==> config.mk <==
export PLATFORM = sky130hd
export DESIGN_NAME = mdriver_arbiter_flat
export DESIGN_NICKNAME = d
export VERILOG_FILES = /design/src/rtl/mdriver_arbiter_if.sv /design/src/rtl/mdriver_arbiter.sv /design/src/flat_wrapper.sv
export SDC_FILE = /design/constraint.sdc
export NUM_CORES = 1
export LEC_CHECK = 0
export ABC_AREA = 1
export BUFFER_PORTS_ARGS = -buffer_cell sky130_fd_sc_hd__clkbuf_2
export CORE_UTILIZATION = 46
export CTS_CLUSTER_DIAMETER = 40
export DETAILED_ROUTE_END_ITERATION = 7
export PLACE_DENSITY = 0.81
export SYNTH_ARGS = -nofsm -noshare
export SYNTH_HDL_FRONTEND = slang
export SYNTH_SLANG_ARGS = --single-unit
==> constraint.sdc <==
create_clock -name clk -period 5.2 [get_ports clk]
set_input_delay 0.26 -clock clk [delete_from_list [all_inputs] [get_ports clk]]
set_output_delay 0.26 -clock clk [all_outputs]
set_load 0.005 [all_outputs]
==> src/rtl/mdriver_arbiter_if.sv <==
// Downstream mdriver bus: four-phase exec/fin handshake with separate
// write and read data paths.
//   master : drives si_address, si_data, we, exec; samples so_data, fin
//   slave  : samples si_address, si_data, we, exec; drives so_data, fin
interface mdriver_arbiter_if #(
  parameter int AW = 9,
  parameter int DW = 32
);
  logic [AW-1:0] si_address;
  logic [DW-1:0] si_data;
  logic          we;
  logic          exec;
  logic [DW-1:0] so_data;
  logic          fin;

  modport master (output si_address, si_data, we, exec, input so_data, fin);
  modport slave  (input si_address, si_data, we, exec, output so_data, fin);
endinterface

==> src/rtl/mdriver_arbiter.sv <==
// Round-robin arbiter sharing one mdriver master port among N_REQ
// requesters, each of which speaks the same exec/fin four-phase protocol.
// A watchdog aborts a downstream transaction whose fin never arrives.
//
// Ports:
//   clk, nreset         clock, synchronous active-low reset
//   req_exec/we/addr/wdata  per-requester request (flattened, slice i = req i)
//   req_fin/req_err     per-requester completion and error flag
//   req_rdata           read data for the owning requester (shared)
//   busy, grant_id      arbiter activity and current/last grant
//   bus                 downstream mdriver port (master side)
//
// state | meaning
// IDLE  | no transaction; pick next requester at or above rr_ptr
// ISSUE | exec high downstream, waiting for fin or watchdog expiry
// DRAIN | req_fin[g] high, waiting for downstream fin and req_exec[g] low
module mdriver_arbiter #(
  parameter int N_REQ            = 4,
  parameter int C_AXI_DATA_WIDTH = 32,
  parameter int C_AXI_ADDR_WIDTH = 9,
  parameter int TIMEOUT          = 1024
) (
  input  logic                                  clk,
  input  logic                                  nreset,
  input  logic [N_REQ-1:0]                      req_exec,
  input  logic [N_REQ-1:0]                      req_we,
  input  logic [N_REQ*C_AXI_ADDR_WIDTH-1:0]     req_addr,
  input  logic [N_REQ*C_AXI_DATA_WIDTH-1:0]     req_wdata,
  output logic [N_REQ-1:0]                      req_fin,
  output logic [N_REQ-1:0]                      req_err,
  output logic [C_AXI_DATA_WIDTH-1:0]           req_rdata,
  output logic                                  busy,
  output logic [$clog2(N_REQ)-1:0]              grant_id,
  mdriver_arbiter_if.master                     bus
);
  localparam int AW  = C_AXI_ADDR_WIDTH;
  localparam int DW  = C_AXI_DATA_WIDTH;
  localparam int GW  = $clog2(N_REQ);
  localparam int WDW = (TIMEOUT > 1) ? $clog2(TIMEOUT) : 1;
  // Abort fires on the TIMEOUT-th ISSUE edge, so exec is high TIMEOUT cycles.
  localparam logic [WDW-1:0] WD_LAST = WDW'((TIMEOUT > 0) ? TIMEOUT - 1 : 0);

  typedef enum logic [1:0] {IDLE, ISSUE, DRAIN} state_t;

  state_t         state_q, state_d;
  logic [GW-1:0]  rr_ptr, rr_d;
  logic [WDW-1:0] wd_cnt, wd_d;
  logic [GW-1:0]  sel_idx, cand;
  logic           sel_valid;
  logic           wd_expired;

  logic [N_REQ-1:0] fin_d, err_d;
  logic [DW-1:0]    rdata_d, data_d;
  logic [AW-1:0]    addr_d;
  logic             we_d, exec_d, busy_d;
  logic [GW-1:0]    gid_d;

  // First requesting index at or above rr_ptr, wrapping. Scanning offsets
  // downward lets the smallest offset win.
  always_comb begin
    sel_valid = 1'b0;
    sel_idx   = '0;
    cand      = '0;
    for (int i = N_REQ - 1; i >= 0; i--) begin
      cand = GW'((int'(rr_ptr) + i) % N_REQ);
      if (req_exec[cand]) begin
        sel_valid = 1'b1;
        sel_idx   = cand;
      end
    end
  end

  assign wd_expired = (TIMEOUT > 0) && (wd_cnt == WD_LAST);

  always_ff @(posedge clk) begin
    if (!nreset) begin
      state_q        <= IDLE;
      rr_ptr         <= '0;
      wd_cnt         <= '0;
      req_fin        <= '0;
      req_err        <= '0;
      req_rdata      <= '0;
      busy           <= 1'b0;
      grant_id       <= '0;
      bus.si_address <= '0;
      bus.si_data    <= '0;
      bus.we         <= 1'b0;
      bus.exec       <= 1'b0;
    end else begin
      state_q        <= state_d;
      rr_ptr         <= rr_d;
      wd_cnt         <= wd_d;
      req_fin        <= fin_d;
      req_err        <= err_d;
      req_rdata      <= rdata_d;
      busy           <= busy_d;
      grant_id       <= gid_d;
      bus.si_address <= addr_d;
      bus.si_data    <= data_d;
      bus.we         <= we_d;
      bus.exec       <= exec_d;
    end
  end

  always_comb begin
    state_d = state_q;
    case (state_q)
      IDLE:    if (sel_valid) state_d = ISSUE;
      ISSUE:   if (bus.fin || wd_expired) state_d = DRAIN;
      DRAIN:   if (!bus.fin && !req_exec[grant_id]) state_d = IDLE;
      default: state_d = IDLE;
    endcase
  end

  always_comb begin
    rr_d    = rr_ptr;
    wd_d    = wd_cnt;
    fin_d   = req_fin;
    err_d   = req_err;
    rdata_d = req_rdata;
    gid_d   = grant_id;
    addr_d  = bus.si_address;
    data_d  = bus.si_data;
    we_d    = bus.we;
    exec_d  = bus.exec;
    busy_d  = (state_d != IDLE);
    case (state_q)
      IDLE: begin
        wd_d = '0;
        if (sel_valid) begin
          addr_d = req_addr[sel_idx*AW +: AW];
          data_d = req_wdata[sel_idx*DW +: DW];
          we_d   = req_we[sel_idx];
          exec_d = 1'b1;
          gid_d  = sel_idx;
        end
      end
      ISSUE: begin
        // fin has priority over a watchdog expiry on the same edge
        if (bus.fin) begin
          exec_d           = 1'b0;
          rdata_d          = bus.so_data;
          fin_d            = '0;
          fin_d[grant_id]  = 1'b1;
          err_d            = '0;
        end else if (wd_expired) begin
          exec_d           = 1'b0;
          rdata_d          = '0;
          fin_d            = '0;
          fin_d[grant_id]  = 1'b1;
          err_d            = '0;
          err_d[grant_id]  = 1'b1;
        end else begin
          wd_d = wd_cnt + 1'b1;
        end
      end
      DRAIN: begin
        if (!bus.fin && !req_exec[grant_id]) begin
          fin_d = '0;
          err_d = '0;
          rr_d  = (grant_id == GW'(N_REQ - 1)) ? '0 : grant_id + 1'b1;
        end
      end
      default: ;
    endcase
  end
endmodule

==> src/flat_wrapper.sv <==
// flat-port wrapper written by rule: the top's interface ports become plain ports
module mdriver_arbiter_flat 
#(
  parameter int N_REQ            = 4,
  parameter int C_AXI_DATA_WIDTH = 32,
  parameter int C_AXI_ADDR_WIDTH = 9,
  parameter int TIMEOUT          = 1024
)
  (clk, nreset, req_exec, req_we, req_addr, req_wdata, req_fin, req_err, req_rdata, busy, grant_id, bus_si_address, bus_si_data, bus_we, bus_exec, bus_so_data, bus_fin);
  mdriver_arbiter_if #(.AW((9)), .DW((32))) bus_i ();
  input  logic clk;
  input  logic nreset;
  input  logic [N_REQ-1:0] req_exec;
  input  logic [N_REQ-1:0] req_we;
  input  logic [N_REQ*C_AXI_ADDR_WIDTH-1:0] req_addr;
  input  logic [N_REQ*C_AXI_DATA_WIDTH-1:0] req_wdata;
  output logic [N_REQ-1:0] req_fin;
  output logic [N_REQ-1:0] req_err;
  output logic [C_AXI_DATA_WIDTH-1:0] req_rdata;
  output logic busy;
  output logic [$clog2(N_REQ)-1:0] grant_id;
  output wire logic [$bits(bus_i.si_address)-1:0] bus_si_address;
  output wire logic [$bits(bus_i.si_data)-1:0] bus_si_data;
  output wire logic [$bits(bus_i.we)-1:0] bus_we;
  output wire logic [$bits(bus_i.exec)-1:0] bus_exec;
  input wire logic [$bits(bus_i.so_data)-1:0] bus_so_data;
  input wire logic [$bits(bus_i.fin)-1:0] bus_fin;
  assign bus_si_address = bus_i.si_address;
  assign bus_si_data = bus_i.si_data;
  assign bus_we = bus_i.we;
  assign bus_exec = bus_i.exec;
  assign bus_i.so_data = bus_so_data;
  assign bus_i.fin = bus_fin;
  mdriver_arbiter #(.N_REQ(N_REQ), .C_AXI_DATA_WIDTH(C_AXI_DATA_WIDTH), .C_AXI_ADDR_WIDTH(C_AXI_ADDR_WIDTH), .TIMEOUT(TIMEOUT)) u_core (.clk(clk), .nreset(nreset), .req_exec(req_exec), .req_we(req_we), .req_addr(req_addr), .req_wdata(req_wdata), .req_fin(req_fin), .req_err(req_err), .req_rdata(req_rdata), .busy(busy), .grant_id(grant_id), .bus(bus_i));
endmodule
==> results of run 1 <==
-- per-layer routing --
layer	GRT usage, %	up-vias	part of all wire [%]
li1	-	3496	-
met4	10.7	0	2.7
met3	5.77	35	7.6
met5	0	-	0
met1	32.8	3040	42
met2	47.1	283	48
-- kinds of logic (layout without fill, tap and decap cells) --
family | Yosys count | in the layout | share of synthesized area, %
and+or+nand+nor | 606 | 606 | 45.3
adders and majority gates | 5 | 5 | 1.08
DFF | 100 | 100 | 34.5
AOI/OAI and AO/OA | 77 | 77 | 6.80
buffers and inverters | 171 | 428 | 12.3
-- synth_stat cells (all sizes together) --
library cell,count,area (um^2)
nand4,1,6.26
inv,114,428
a211oi,2,15.0
nor3,1,5.00
nand2,365,1380
ha,5,62.6
buf,37,213
o21ai,16,80.1
a21oi,59,299
nand3b,42,315
nand3,139,696
nor2,56,213
dfxtp,100,2000
clkbuf,20,75.1
or2,1,6.26
nor3b,1,7.51
-- worst register-to-register path, delay by kind of cell, from the launching register on --
kind	cells	cell delay, ns
flops	1	0.45
compound gates	1	0.25
buf+inv	3	0.65
simple gates	11	1.54
-- per-stage QoR --
step / setup WS (ns) / util (%)
after CTS: 2.27 / 62.1
after floorplan: 3.38 / -
after global routing: 1.84 / 62.1
after global placement: 2.37 / 59.6
final: 2.25 / 62.1
after detailed placement: 2.30 / 59.6
-- power groups by stage --
stage	clock network (mW)	logic (mW)	registers (mW)
CTS	0.697	0.714	0.899
floorplan	0	0.458	0.916
finish	0.679	0.709	0.899
global route	0.729	0.809	0.909
global placement	0	0.703	0.914
detailed placement	0	0.712	0.915
-- state kept, by name (all words and copies together) (netlist names), 4 cells and up --
signal and cells:
u_core.bus.si_address 9, u_core.bus.si_data 32, u_core.req_err 4, u_core.req_fin 4, u_core.req_rdata 32, u_core.wd_cnt 10
-- layout make-up --
class | instances | share of cell area, %
multi-input combinational | 688 | 41.0
inverter | 114 | 5.67
clock inverter | 7 | 1.06
clock buffer | 9 | 2.98
tap | 168 | 2.78
timing repair buffer | 298 | 20.0
sequential | 100 | 26.5
-- path summary, 6_finish.rpt --
check	depth (start not counted)	startpoint	end	slack, ns
worst min register to register	2	u_core.req_rdata[3]	u_core.req_rdata[3]	0.46
worst max-delay path	15	u_core.rr_ptr[0]	u_core.bus.si_address[8]	2.25
worst min-delay path	3	bus_so_data[5]	u_core.req_rdata[5]	0.14
worst max register to register	15	u_core.rr_ptr[0]	u_core.bus.si_address[8]	2.25
==> results.yml, run 1 <==
power:
  powerDensity_nw_per_um2: 303
  pwr-share-seq_pct: 39.3
  intPower_mw: 1.47
  vdd_drop_max_mv: 0.146
  swShare_pct: 35.8
  power_mw: 2.29
  switchingPower_mw: 0.819
  pwr-share-clk_pct: 29.7
  leakage_nw: 4.29
  pwr-share-comb_pct: 31.0
layout:
  stdcell_count: 1384
  final_common_cell: "nand2_1"
  final.fill_count: 1206
  postLayoutCellArea_um2: 7550
  n_antenna_cell: 0
  final_nets: 1423
  layout_common_cells: "361 x nand2_1, 292 x clkbuf_2, 139 x nand3_1"
  multi_input_area_um2: 3100
  area_growth_pct: 30.2
  drive_above_1_share_pct: 26.9
  regArea_um2: 2000
timing:
  final-setup-viol-count: 0
  period_share_pct: 56.7
  final_max_slew_viol_count: 0
  holdWs_ns: 0.137
  min_period_ns: 2.95
  max_slew_margin_pct: 26.8
  setup_tns_ns: 0
  worst_slew_pin_slew_ns: 1.10
  clock_skew_ns: 0.00727
  rsz0062_at_grt: "false"
  finalHoldViolCount: 0
  timing.fmax_ghz: 0.339
setup_path:
  cp.required_ns: 5.49
  critical_path.cell_chain: "inv_2 -> nand2_1 -> nand2_1 -> nand2_1 -> nand2_1 -> o21ai_1 -> nand2_4 -> nand2_2 -> buf_4 -> nand2_1 -> nand2_1 -> nand2_1 -> nand3_1 -> nand2_1 -> inv_1"
  crit_path_end_kind: "flop"
  crit_path_frequent_cell: "nand2_1"
  critPathSlowestCell: "nand2_4"
  crit_family: "simple AND/OR/NAND/NOR gates"
  critPathMaxStageDelay_ns: 0.50
  crit_arrival_ns: 3.24
  path_max_fanout: 85
  path_class: "reg -> reg"
  path_buf_inv: 3
  startpoint_type: "flop"
synthesis:
  yosysSeqAreaShare_pct: 34.5
  synth_cell_types: 24
  synth_area_um2: 5800
  syn_area_per_cell_um2: 6.05
  syn-num-nets: 1171
  synth_warnings: 0
  yosys_register_bits: 100
  synth_cells: 959
placement:
  place_congestion: 0.897
  port_buffers: 292
  dp.cells: 1368
  dpl.hpwl_um: 12900
  dpl-instance-area_um2: 7240
die:
  io_pins: 293
  fp.dieH_um: 114
  dieArea_um2: 13100
  die_w_um: 114
  initial_core_util_pct: 47.7
  coreArea_um2: 12200
  num_rows: 40
outcome:
  status: "complete, no violations"
clock_tree:
  clk_pin_slew_ns: 0.08
  htreeDepth: 3
  root_buffer: "clkbuf_16"
  post_cts_buffers: 0
  hold_buffers: 0
  cts_tree: "built"
  clk_path_buf_depth: 2
  clock_latency_ns: 0.35
  cts_sinks: 100
  cts_resized: 0
  cts_made_buffers: 9
worst_hold_path:
  hold_path_class: "in -> reg"
route:
  viasPerCell: 4.95
  initialDrtViolationCount: 441
  via_count: 6854
  drt_wl_total_um: 17700
  drc: 0
  first_pass_iters: 4
  ant_nets: 0
  wire_per_inst_um: 12.8
run:
  cap_violations: 0
global_routing:
  grt_max_degree: 86
  track_usage_pct: 27.2
  grt_pass1_wl_um: 28400
  antenna_found_initial: 0
  overflow: 0
  grt_pass1_vias: 6181
(Power assumes the default switching activity.)
==> inputs of run 2 (changes only) <==
Settings changed: ABC_AREA 1 to 0, CORE_AREA set to 2 2 115 117, CORE_UTILIZATION 46 to unset, DIE_AREA set to 0 0 117 119, PLACE_DENSITY 0.81 to 0.72.
Clock period 5.2 ns to 3.1 ns, I/O delays scaled along.
==> run 2 against run 1 <==
Register-to-register slack got worse by 1.5 ns. Global-route usage is 7.2 points lower. Largest cell class unchanged. Largest power group unchanged. Worst setup slack lost 1.5 ns. Highest routed layer unchanged. Sequential share of layout area is 3.7 points higher. Via count down 30%. Power is 44% higher. Cell area fell by 12%. Sequential power increased by 62%. Clock power is 72% higher.
==> results.yml, run 2 <==
outcome:
  status: "complete, no violations"
synthesis:
  yosysSeqAreaShare_pct: 42.0
  synth.most_common_cell: "dfxtp_1"
  synth_cells: 499
  synth_compound_area_share_pct: 18.4
  synth_top_area_share_pct: 42.0
  synth_area_um2: 4770
  synth-async-reset-ratio_pct: 0
  synth_adder_area_share_pct: 1.31
  synth_top_family_by_area: "multiplexers"
  synth_xor_area_share_pct: 0.735
  yosys_register_bits: 100
  synth_largest_area_cell: "dfxtp_1"
  synth_common_cells: "100 x dfxtp_1, 86 x mux2i_1, 65 x nand2_1"
  synth.area.top_cells: "dfxtp_1 42%, mux2i_1 18%, o221ai_1 7.2%"
  yosys.area_share.simple_pct: 13.1
  syn_area_per_cell_um2: 9.55
  synth_warnings: 0
  synth-edff-count: 0
  syn-num-nets: 711
  synth.area.mux_share_pct: 18.8
  synth_flop_cell: "dfxtp_1"
  synth_cell_types: 48
layout:
  final_common_cell: "clkbuf_2"
  final.fill_count: 1264
  fin_util_pct: 51.4
  regArea_um2: 2000
  reg_top3: "u_core.bus.si_data (32), u_core.req_rdata (32), u_core.wd_cnt (10)"
  area_growth_pct: 38.9
  n_antenna_cell: 0
  layout_common_cells: "292 x clkbuf_2, 100 x dfxtp_1, 86 x mux2i_1"
  multi_input_area_um2: 2520
  final_nets: 986
  drive_above_1_share_pct: 42.7
clock_tree:
  cts_sinks: 100
  cts_made_buffers: 9
  htreeDepth: 3
  cts_resized: 0
  cts_tree: "built"
  post_cts_buffers: 0
  hold_buffers: 0
  clock_latency_ns: 0.34
  root_buffer: "clkbuf_16"
  clk_path_buf_depth: 2
  clk_pin_slew_ns: 0.07
run:
  cap_violations: 0
timing:
  max_slew_margin_pct: 38.4
  setup_tns_ns: 0
  timing.fmax_ghz: 0.427
  finalHoldViolCount: 0
  clock_skew_ns: 0.00435
  worst_slew_pin_slew_ns: 0.923
  period_share_pct: 75.6
  final_max_slew_viol_count: 0
  final-setup-viol-count: 0
  rsz0062_at_grt: "false"
  min_period_ns: 2.34
die:
  coreArea_um2: 12900
  io_pins: 293
  fp.dieH_um: 119
  die_w_um: 117
  dieArea_um2: 13900
  initial_core_util_pct: 37.0
  num_rows: 42
power:
  vdd_drop_max_mv: 0.270
  switchingPower_mw: 0.926
  pwr-share-seq_pct: 44.4
  power_mw: 3.29
  pwr-share-comb_pct: 20.1
  pwr-share-clk_pct: 35.6
  swShare_pct: 28.2
  leakage_nw: 3.37
  intPower_mw: 2.36
  powerDensity_nw_per_um2: 496
route:
  first_pass_iters: 4
  initialDrtViolationCount: 286
  wire_per_inst_um: 15.0
  via_count: 4810
  ant_nets: 0
  drt_wl_total_um: 14300
  drc: 0
  viasPerCell: 5.04
global_routing:
  track_usage_pct: 20.0
  grtUsageMet3_pct: 5.45
  overflow: 0
  grt_pass1_vias: 4545
  grt.busiest_layer: "met2"
  use_met2_pct: 34.1
  grt_pass1_wl_um: 22000
  use_met1_pct: 24.0
  antenna_found_initial: 0
  grt_max_degree: 44
setup_path:
  cp.required_ns: 3.33
  startpoint_type: "flop"
  crit_path_end_kind: "flop"
  path_max_fanout: 42
  crit_arrival_ns: 2.58
  ff2ff_path_depth: 3
  path_class: "reg -> reg"
placement:
  place_congestion: 0.790
  dpl.hpwl_um: 10800
  port_buffers: 292
worst_hold_path:
  hold_path_depth: 3
  hold_path_class: "in -> reg"
==> run 2: cell types whose count changed in the layout (fill, tap and decap cells not counted), moves of 39 or more <==
| cell | previous run | this run |
|---|---|---|
| o221ai_1 | 0 | 39 |
| a21oi_1 | 58 | 7 |
| nand2_1 | 361 | 65 |
| nand3_1 | 139 | 9 |
| nand3b_1 | 42 | 0 |
| inv_1 | 108 | 7 |
| mux2i_1 | 0 | 86 |
==> run 2: worst paths after layout <==
check,startpoint,endpoint,slack (ns)
setup reg to reg,u_core.state_q[1],u_core.bus.we,0.76
hold / removal,bus_so_data[14],u_core.req_rdata[14],0.06
setup / recovery,u_core.state_q[1],u_core.bus.we,0.76
hold reg to reg,u_core.bus.si_data[27],u_core.bus.si_data[27],0.46
==> run 2: final cells by class <==
type | instances | share of cell area, %
clock buffer | 9 | 3.40
clock inverter | 7 | 1.21
inverter | 9 | 0.510
multi-input combinational | 353 | 38.0
sequential | 100 | 30.2
tap | 176 | 3.33
timing repair buffer | 301 | 23.3
==> run 2: worst max-delay path: stages, from the launching register on <==
cell	delay [ns]
dfxtp_1	0.45
nor3_2	0.52
nand3_2	0.79
o221ai_1	0.44
==> run 2: through the flow <==
| stage | worst slack [ns] | hold slack (ns) | std cells | instance area, um^2 |
|---|---|---|---|---|
| 4_1_cts | 0.693 | 0.0448 | 955 | 6620 |
| 5_1_grt | 0.486 | 0.0521 | 955 | 6620 |
| 3_5_place_dp | 0.714 | 0.414 | 939 | 6320 |
| 2_1_floorplan | 1.27 | 0.317 | 499 | 4770 |
| 3_3_place_gp | 0.790 | 0.401 | 939 | 6320 |
| 6_report | 0.757 | 0.0563 | 955 | 6620 |
==> run 2: cell families (layout without fill, tap and decap cells) <==
logic type | count (synthesis) | count (layout)
flip-flops | 100 | 100
AND/OR/NAND/NOR | 146 | 146
buffers and inverters | 46 | 326
XOR/XNOR | 4 | 4
adder cells (fa/ha/maj) | 5 | 5
multiplexers | 88 | 88
AO/OA/AOI/OAI | 110 | 110
==> run 2: routing by layer <==
| layer | wire length [um] | vias to the layer above |
|---|---|---|
| met2 | 6790 | 165 |
| met3 | 1120 | 22 |
| li1 | - | 2404 |
| met1 | 6100 | 2219 |
| met4 | 289 | 0 |
| met5 | 0 | - |
==> run 2: power by group through the flow <==
stage                     Sequential [mW]  Combinational, mW  Clock [mW]
after floorplan                      1.48              0.365           0
after global placement               1.49              0.659           0
after detailed placement             1.49              0.669           0
after CTS                            1.46              0.670        1.20
after global routing                 1.47              0.733        1.26
final                                1.46              0.661        1.17
